File: config.mk
export PLATFORM = sky130hd
export DESIGN_NAME = membrane_integrator_flat
export DESIGN_NICKNAME = d
export VERILOG_FILES = /design/src/rtl/membrane_integrator_if.sv /design/src/rtl/membrane_integrator.sv /design/src/flat_wrapper.sv
export SDC_FILE = /design/constraint.sdc
export NUM_CORES = 1
export LEC_CHECK = 0
export CAP_MARGIN = 15
export CORE_MARGIN = 1
export CORE_UTILIZATION = 51
export CTS_BUF_LIST = sky130_fd_sc_hd__clkbuf_8
export CTS_CLUSTER_SIZE = 10
export DETAILED_ROUTE_END_ITERATION = 6
export PLACE_DENSITY_LB_ADDON = 0.25
export SLEW_MARGIN = 40
export SYNTH_ARGS = -nofsm -noshare
export SYNTH_HDL_FRONTEND = slang
export SYNTH_SLANG_ARGS = --single-unit
File: constraint.sdc
create_clock -name clk_i -period 4.4 [get_ports clk_i]
set_clock_uncertainty 0.05 [all_clocks]
set_input_delay 0.88 -clock clk_i [delete_from_list [all_inputs] [get_ports clk_i]]
set_output_delay 0.88 -clock clk_i [all_outputs]
set_load 0.005 [all_outputs]
File: src/rtl/membrane_integrator_if.sv
// membrane_integrator_if: synaptic weight valid/ready stream into the integrator
interface membrane_integrator_if #(parameter int DSIZE = 16) ();
    logic                    syn_valid_i;
    logic signed [DSIZE-1:0] syn_weight_i;
    logic                    syn_ready_o;
    modport master (output syn_valid_i, syn_weight_i, input syn_ready_o);
    modport slave (input syn_valid_i, syn_weight_i, output syn_ready_o);
endinterface

File: src/rtl/membrane_integrator.sv
// membrane_integrator: leaky integrate-and-fire membrane with saturation and refractory period
module membrane_integrator #(
    parameter int DSIZE = 16,
    parameter int RSIZE = 4
) (
    input  logic                    clk_i,
    input  logic                    rst_n_i,
    input  logic                    step_i,
    input  logic                    step_done_i,
    membrane_integrator_if.slave    syn,
    input  logic        [DSIZE-1:0] leak_i,
    input  logic signed [DSIZE-1:0] threshold_i,
    input  logic signed [DSIZE-1:0] rest_i,
    input  logic        [RSIZE-1:0] refrac_i,
    output logic signed [DSIZE-1:0] vmem_o,
    output logic                    spike_o,
    output logic                    done_o,
    output logic                    sat_o,
    output logic                    busy_o
);
    typedef enum logic [1:0] {IDLE, ACCUM, LEAK, FIRE} state_t;
    localparam logic signed [DSIZE+1:0] VMAX = {3'b000, {(DSIZE-1){1'b1}}};
    localparam logic signed [DSIZE+1:0] VMIN = {3'b111, {(DSIZE-1){1'b0}}};
    state_t state, state_n;
    logic signed [DSIZE-1:0] vmem_n;
    logic [RSIZE-1:0] cnt, cnt_n;
    logic spike_n, done_n, sat_n;
    logic signed [DSIZE+1:0] v, w, r, l, sum, dn, up;
    // two guard bits keep vmem +/- an unsigned leak from wrapping before the clamp
    assign v = {{2{vmem_o[DSIZE-1]}}, vmem_o};
    assign w = {{2{syn.syn_weight_i[DSIZE-1]}}, syn.syn_weight_i};
    assign r = {{2{rest_i[DSIZE-1]}}, rest_i};
    assign l = {2'b00, leak_i};
    assign sum = v + w;
    assign dn = v - l;
    assign up = v + l;
    assign syn.syn_ready_o = state == ACCUM;
    assign busy_o = state != IDLE;
    // next-state and next-datapath values; refractory weights are consumed but discarded
    always_comb begin
        state_n = state;
        vmem_n = vmem_o;
        cnt_n = cnt;
        spike_n = 1'b0;
        done_n = 1'b0;
        sat_n = sat_o;
        case (state)
            IDLE: begin
                if (step_i) begin
                    state_n = ACCUM;
                    sat_n = 1'b0;
                end
            end
            ACCUM: begin
                if (syn.syn_valid_i && !(|cnt)) begin
                    vmem_n = sum > VMAX ? VMAX[DSIZE-1:0] : sum < VMIN ? VMIN[DSIZE-1:0] : sum[DSIZE-1:0];
                    sat_n = sat_o | (sum > VMAX) | (sum < VMIN);
                end
                if (step_done_i) state_n = LEAK;
            end
            LEAK: begin
                vmem_n = v > r ? (dn < r ? rest_i : dn[DSIZE-1:0]) :
                         v < r ? (up > r ? rest_i : up[DSIZE-1:0]) : vmem_o;
                state_n = FIRE;
            end
            FIRE: begin
                state_n = IDLE;
                done_n = 1'b1;
                if (|cnt) begin
                    cnt_n = cnt - 1'b1;
                    vmem_n = rest_i;
                end else if (vmem_o >= threshold_i) begin
                    spike_n = 1'b1;
                    vmem_n = rest_i;
                    cnt_n = refrac_i;
                end
            end
            default: state_n = IDLE;
        endcase
    end
    // state and registered outputs; reset abandons any partial accumulation
    always_ff @(posedge clk_i or negedge rst_n_i) begin
        if (!rst_n_i) begin
            state <= IDLE;
            vmem_o <= '0;
            cnt <= '0;
            spike_o <= 1'b0;
            done_o <= 1'b0;
            sat_o <= 1'b0;
        end else begin
            state <= state_n;
            vmem_o <= vmem_n;
            cnt <= cnt_n;
            spike_o <= spike_n;
            done_o <= done_n;
            sat_o <= sat_n;
        end
    end
endmodule

File: src/flat_wrapper.sv
// flat-port wrapper written by rule: the top's interface ports become plain ports
module membrane_integrator_flat 
#(
    parameter int DSIZE = 16,
    parameter int RSIZE = 4
)
  (clk_i, rst_n_i, step_i, step_done_i, leak_i, threshold_i, rest_i, refrac_i, vmem_o, spike_o, done_o, sat_o, busy_o, syn_syn_valid_i, syn_syn_weight_i, syn_syn_ready_o);
  membrane_integrator_if #(.DSIZE(DSIZE)) syn_i ();
  input  logic clk_i;
  input  logic rst_n_i;
  input  logic step_i;
  input  logic step_done_i;
  input  logic        [DSIZE-1:0] leak_i;
  input  logic signed [DSIZE-1:0] threshold_i;
  input  logic signed [DSIZE-1:0] rest_i;
  input  logic        [RSIZE-1:0] refrac_i;
  output logic signed [DSIZE-1:0] vmem_o;
  output logic spike_o;
  output logic done_o;
  output logic sat_o;
  output logic busy_o;
  input wire logic [$bits(syn_i.syn_valid_i)-1:0] syn_syn_valid_i;
  input wire logic [$bits(syn_i.syn_weight_i)-1:0] syn_syn_weight_i;
  output wire logic [$bits(syn_i.syn_ready_o)-1:0] syn_syn_ready_o;
  assign syn_i.syn_valid_i = syn_syn_valid_i;
  assign syn_i.syn_weight_i = syn_syn_weight_i;
  assign syn_syn_ready_o = syn_i.syn_ready_o;
  membrane_integrator #(.DSIZE(DSIZE), .RSIZE(RSIZE)) u_core (.clk_i(clk_i), .rst_n_i(rst_n_i), .step_i(step_i), .step_done_i(step_done_i), .syn(syn_i), .leak_i(leak_i), .threshold_i(threshold_i), .rest_i(rest_i), .refrac_i(refrac_i), .vmem_o(vmem_o), .spike_o(spike_o), .done_o(done_o), .sat_o(sat_o), .busy_o(busy_o));
endmodule
==> summary.txt <==
Status
  • Status: finished with violations
  • Violated checks: negative setup slack

Layout
  • Antenna cells: 0
  • Commonest non-fill, non-tap cell in the layout: buf_4
  • Nets@finish: 1,184
  • Layout area overhead: 56.5%
  • Share of layout cells above drive strength 1: a little under a third
  • Commonest cells after routing, fill and taps aside: buf_4 (172), ha_1 (105), clkdlybuf4s50_1 (82)
  • Fillcell total: 638

Worst setup path
  • CP Data Required Time: 4.59 ns
  • Worst-path fanout max: 2
  • Register-to-Register Path Depth: 25
  • Crit path DAT: 5.11 ns
  • Critical path class: in -> reg
  • Element type at the critical path end: flop
  • CP Launch Type: input pin

Global routing
  • Met2 usage: 66.9%
  • Gr busiest metal: met2
  • Overall Global Routing Usage: 38.3%
  • GR Util met1: between 40% and 50%
  • Grt ovf: 0
  • Vias in the first global route: 7,037
  • Initial antenna violation count: 0
  • Pin count of the biggest net entering global routing: 26
  • Grt met3 use: 4.84%
  • First-pass GRT wire length: 34.1 mm

Clocking
  • Hold buffer count at CTS: 0
  • # H-tree levels: 1
  • CTS Buf Count: 3
  • Clock Path Buffers: 2
  • Worst-path clk slew: 0.10 ns
  • Root buf cell: clkbuf_8
  • Clock Latency Late Sink: 0.29 ns
  • Clock Sinks: 25
  • CTS tree: yes

STA
  • Hold Vio Cnt, Final: 0
  • Worst hold margin: 0.496 ns
  • RSZ-0062 raised after global routing: yes
  • Post-route clock period utilization: 112%
  • Final TNS setup: -6.66 ns
  • Peak Freq: 203 MHz
  • Worst Slack Setup Final: -0.519 ns
  • Max Slew Vio Count: 0
  • Setup violators final: 16
  • Least-Margin Pin Slew: 0.664 ns
  • Max-slew headroom: a little under three fifths
  • Min Tclk post-route: between 4 and 5 ns

Logic synthesis
  • Synth Area in Simple Gates: roughly 17%
  • Post-synthesis xor/xnor area fraction: roughly 6.6%
  • Mapped Nets: 920
  • Multiplexer share of the synthesized area: 1.15%
  • Main synth FF type: dfrtp_1
  • Largest family of logic cells by synthesized area: adder cells
  • Yosys warns: 0
  • Number of library cell types mapped by synthesis: 71
  • Syn_area_per_cell: 7.71 sq um
  • Synthesized cell area: 5570 sq um
  • Ys async rst share: 100%
  • Cells after Synth: 722
  • Adder-cell area share of the yosys netlist: 28.5%
  • Compound-Gate Fraction of Synth Area: 28.3%
  • Number of synthesized flops with an enable pin: 0
  • FF+latch count, synth: 25
  • Register area share after synthesis: 11.2%

Power and ir drop
  • Clk pwr share: around 1.9%
  • Int Pwr: 4.10 mW
  • Switching Fraction: 49.7%
  • Leak pwr: 4.01 nW
  • Sw Pwr: 4.04 mW
  • PwrDens: 934 nW/um^2
  • Combinational group share of total power: 91.7%
  • Sequential Power Share: ~6.5%
  • Max VDD drop: 0.000523 V
  • Design Power: 8.14 mW

Place
  • I/O Buffers: 93
  • GP Congestion: 0.950
  • Hpwl dp: ~16 mm
  • Setup slack at placement: -1.43 ns

Route
  • Residual DRC: 0
  • DR WL/cell: 20.0 um
  • Avg Vias per Cell: about 6.2
  • Routed Antenna Nets: 0
  • Pre-antenna DRT Iters: 5
  • Post-Route WL: approximately 22 mm
  • DR iter-0 viols: 538
  • Vias post-DR: 6,943

Die
  • Die width: 106 um
  • Core Region: between 10,000 and 15,000 sq um
  • Die area: ~11,000 sq um
  • IO Count: 94
  • Die Ht: 106 um
  • Initial Utilization: 53.2%
  • # rows: 37

Flow run
  • Max Cap Violations: 0

Worst hold path
  • Hold Crit Class: reg -> reg
  • Hold Path Depth: 1
power groups by stage:
stage / Clock (mW) / Combinational (mW) / Sequential [mW]
2_1_floorplan: 0 / 3.39 / 0.506
3_3_place_gp: 0 / 5.77 / 0.490
3_5_place_dp: 0 / 5.93 / 0.497
4_1_cts: 0.148 / 6.75 / 0.514
5_1_grt: 0.159 / 7.95 / 0.527
6_report: 0.153 / 7.46 / 0.525
sequential cells by signal, summed over array words and instances, names as in the netlist:
| register | flops |
|---|---|
| u_core.state | 2 |
| u_core.cnt | 4 |
| u_core.spike_o | 1 |
| u_core.sat_o | 1 |
| u_core.done_o | 1 |
| u_core.vmem_o | 16 |
layer usage:
metal	vias to the layer above	share of wire [%]	wire length, um
met5	-	0	0
met4	0	6.7	1500
met3	126	7.8	1760
met2	391	47	10500
met1	3251	38	8600
li1	3175	-	-
worst max-delay path: stages:
cell and delay (ns):
buf_8 0.08, ha_4 0.13, inv_2 0.04, fa_2 0.41, o21bai_4 0.17, a221oi_4 0.09
a21oi_2 0.25, a21boi_4 0.11, buf_4 0.14, buf_4 0.12, buf_4 0.12, buf_4 0.12
buf_4 0.12, buf_4 0.13, xor2_2 0.15, ha_1 0.28, and4_4 0.22, and4_4 0.23
o21ai_2 0.06, o2111ai_2 0.12, mux2i_2 0.32, a31oi_2 0.17, buf_4 0.18, buf_4 0.12
o211ai_1 0.18, mux2_4 0.18
per-stage QoR:
stage / utilization (%) / cells / instance area, sq um
finish: 83.3 / 1121 / 8710
global route: 83.3 / 1121 / 8710
CTS: 80.8 / 1113 / 8460
detailed placement: 73.8 / 1074 / 7720
global placement: 73.8 / 1074 / 7720
floorplan: - / 722 / 5650
cells in the mapped netlist, types with 4 or more instances:
cell	count	area, sq um
o311ai_0	6	52.6
a21boi_0	4	30.0
o21a_1	6	45.0
o21bai_1	8	60.1
xor2_1	8	70.1
ha_1	122	1530
nand2_1	53	199
a221oi_1	4	35.0
a22o_1	10	87.6
a31oi_1	14	87.6
and4_1	5	43.8
nor3_1	21	105
a41oi_1	4	35.0
nand2b_1	8	50.1
nor4_1	4	25.0
dfrtp_1	25	626
nand3_1	14	70.1
o211a_1	4	40.0
a21oi_1	68	340
o22ai_1	4	25.0
xnor2_1	34	298
buf_2	6	30.0
nor2b_1	12	75.1
nand4_1	13	81.3
nor2_1	41	154
a22oi_1	4	30.0
o21ai_0	40	200
o211ai_1	6	45.0
o32a_1	6	60.1
clkbuf_1	12	45.0
a211oi_1	8	60.1
a21o_1	9	67.6
inv_1	84	315
final timing paths:
kind                                      to        startpoint  slack, ns
max                         u_core.vmem_o[1]         leak_i[0]      -0.52
min                            u_core.cnt[1]     u_core.cnt[1]       0.50
max reg2reg                 u_core.vmem_o[1]  u_core.vmem_o[0]      -0.34
min reg2reg                    u_core.cnt[1]     u_core.cnt[1]       0.50
max in group asynchronous  u_core.vmem_o[11]           rst_n_i       3.12
min in group asynchronous      u_core.cnt[2]           rst_n_i       0.91
what timing repair did:
action / 4_1_cts / 5_1_grt
setup buffers: 36 / 11
hold endpoints to repair: 0 / 0
gates resized for setup: 110 / 56
pin swaps: 61 / 57
gates cloned: 0 / 0
endpoints found under the setup margin: 16 / 16
cell families after synthesis:
kind of cell	count (synthesis)
simple gates	188
xor+xnor	42
fa+ha+maj	125
mux	6
buf+inv	104
compound gates	232
flops	25
area by class of cell:
cell class	count	area [sq um]	area share, %
well taps	136	170	1.95
clock buffers	3	41.3	0.474
clock inverters	1	3.75	0.0431
flip-flops and latches	25	626	7.18
multi-input cells	593	5180	59.5
inverters	85	322	3.69
repair buffers	278	2360	27.1
Note: power is estimated with default switching activity, not from simulation.
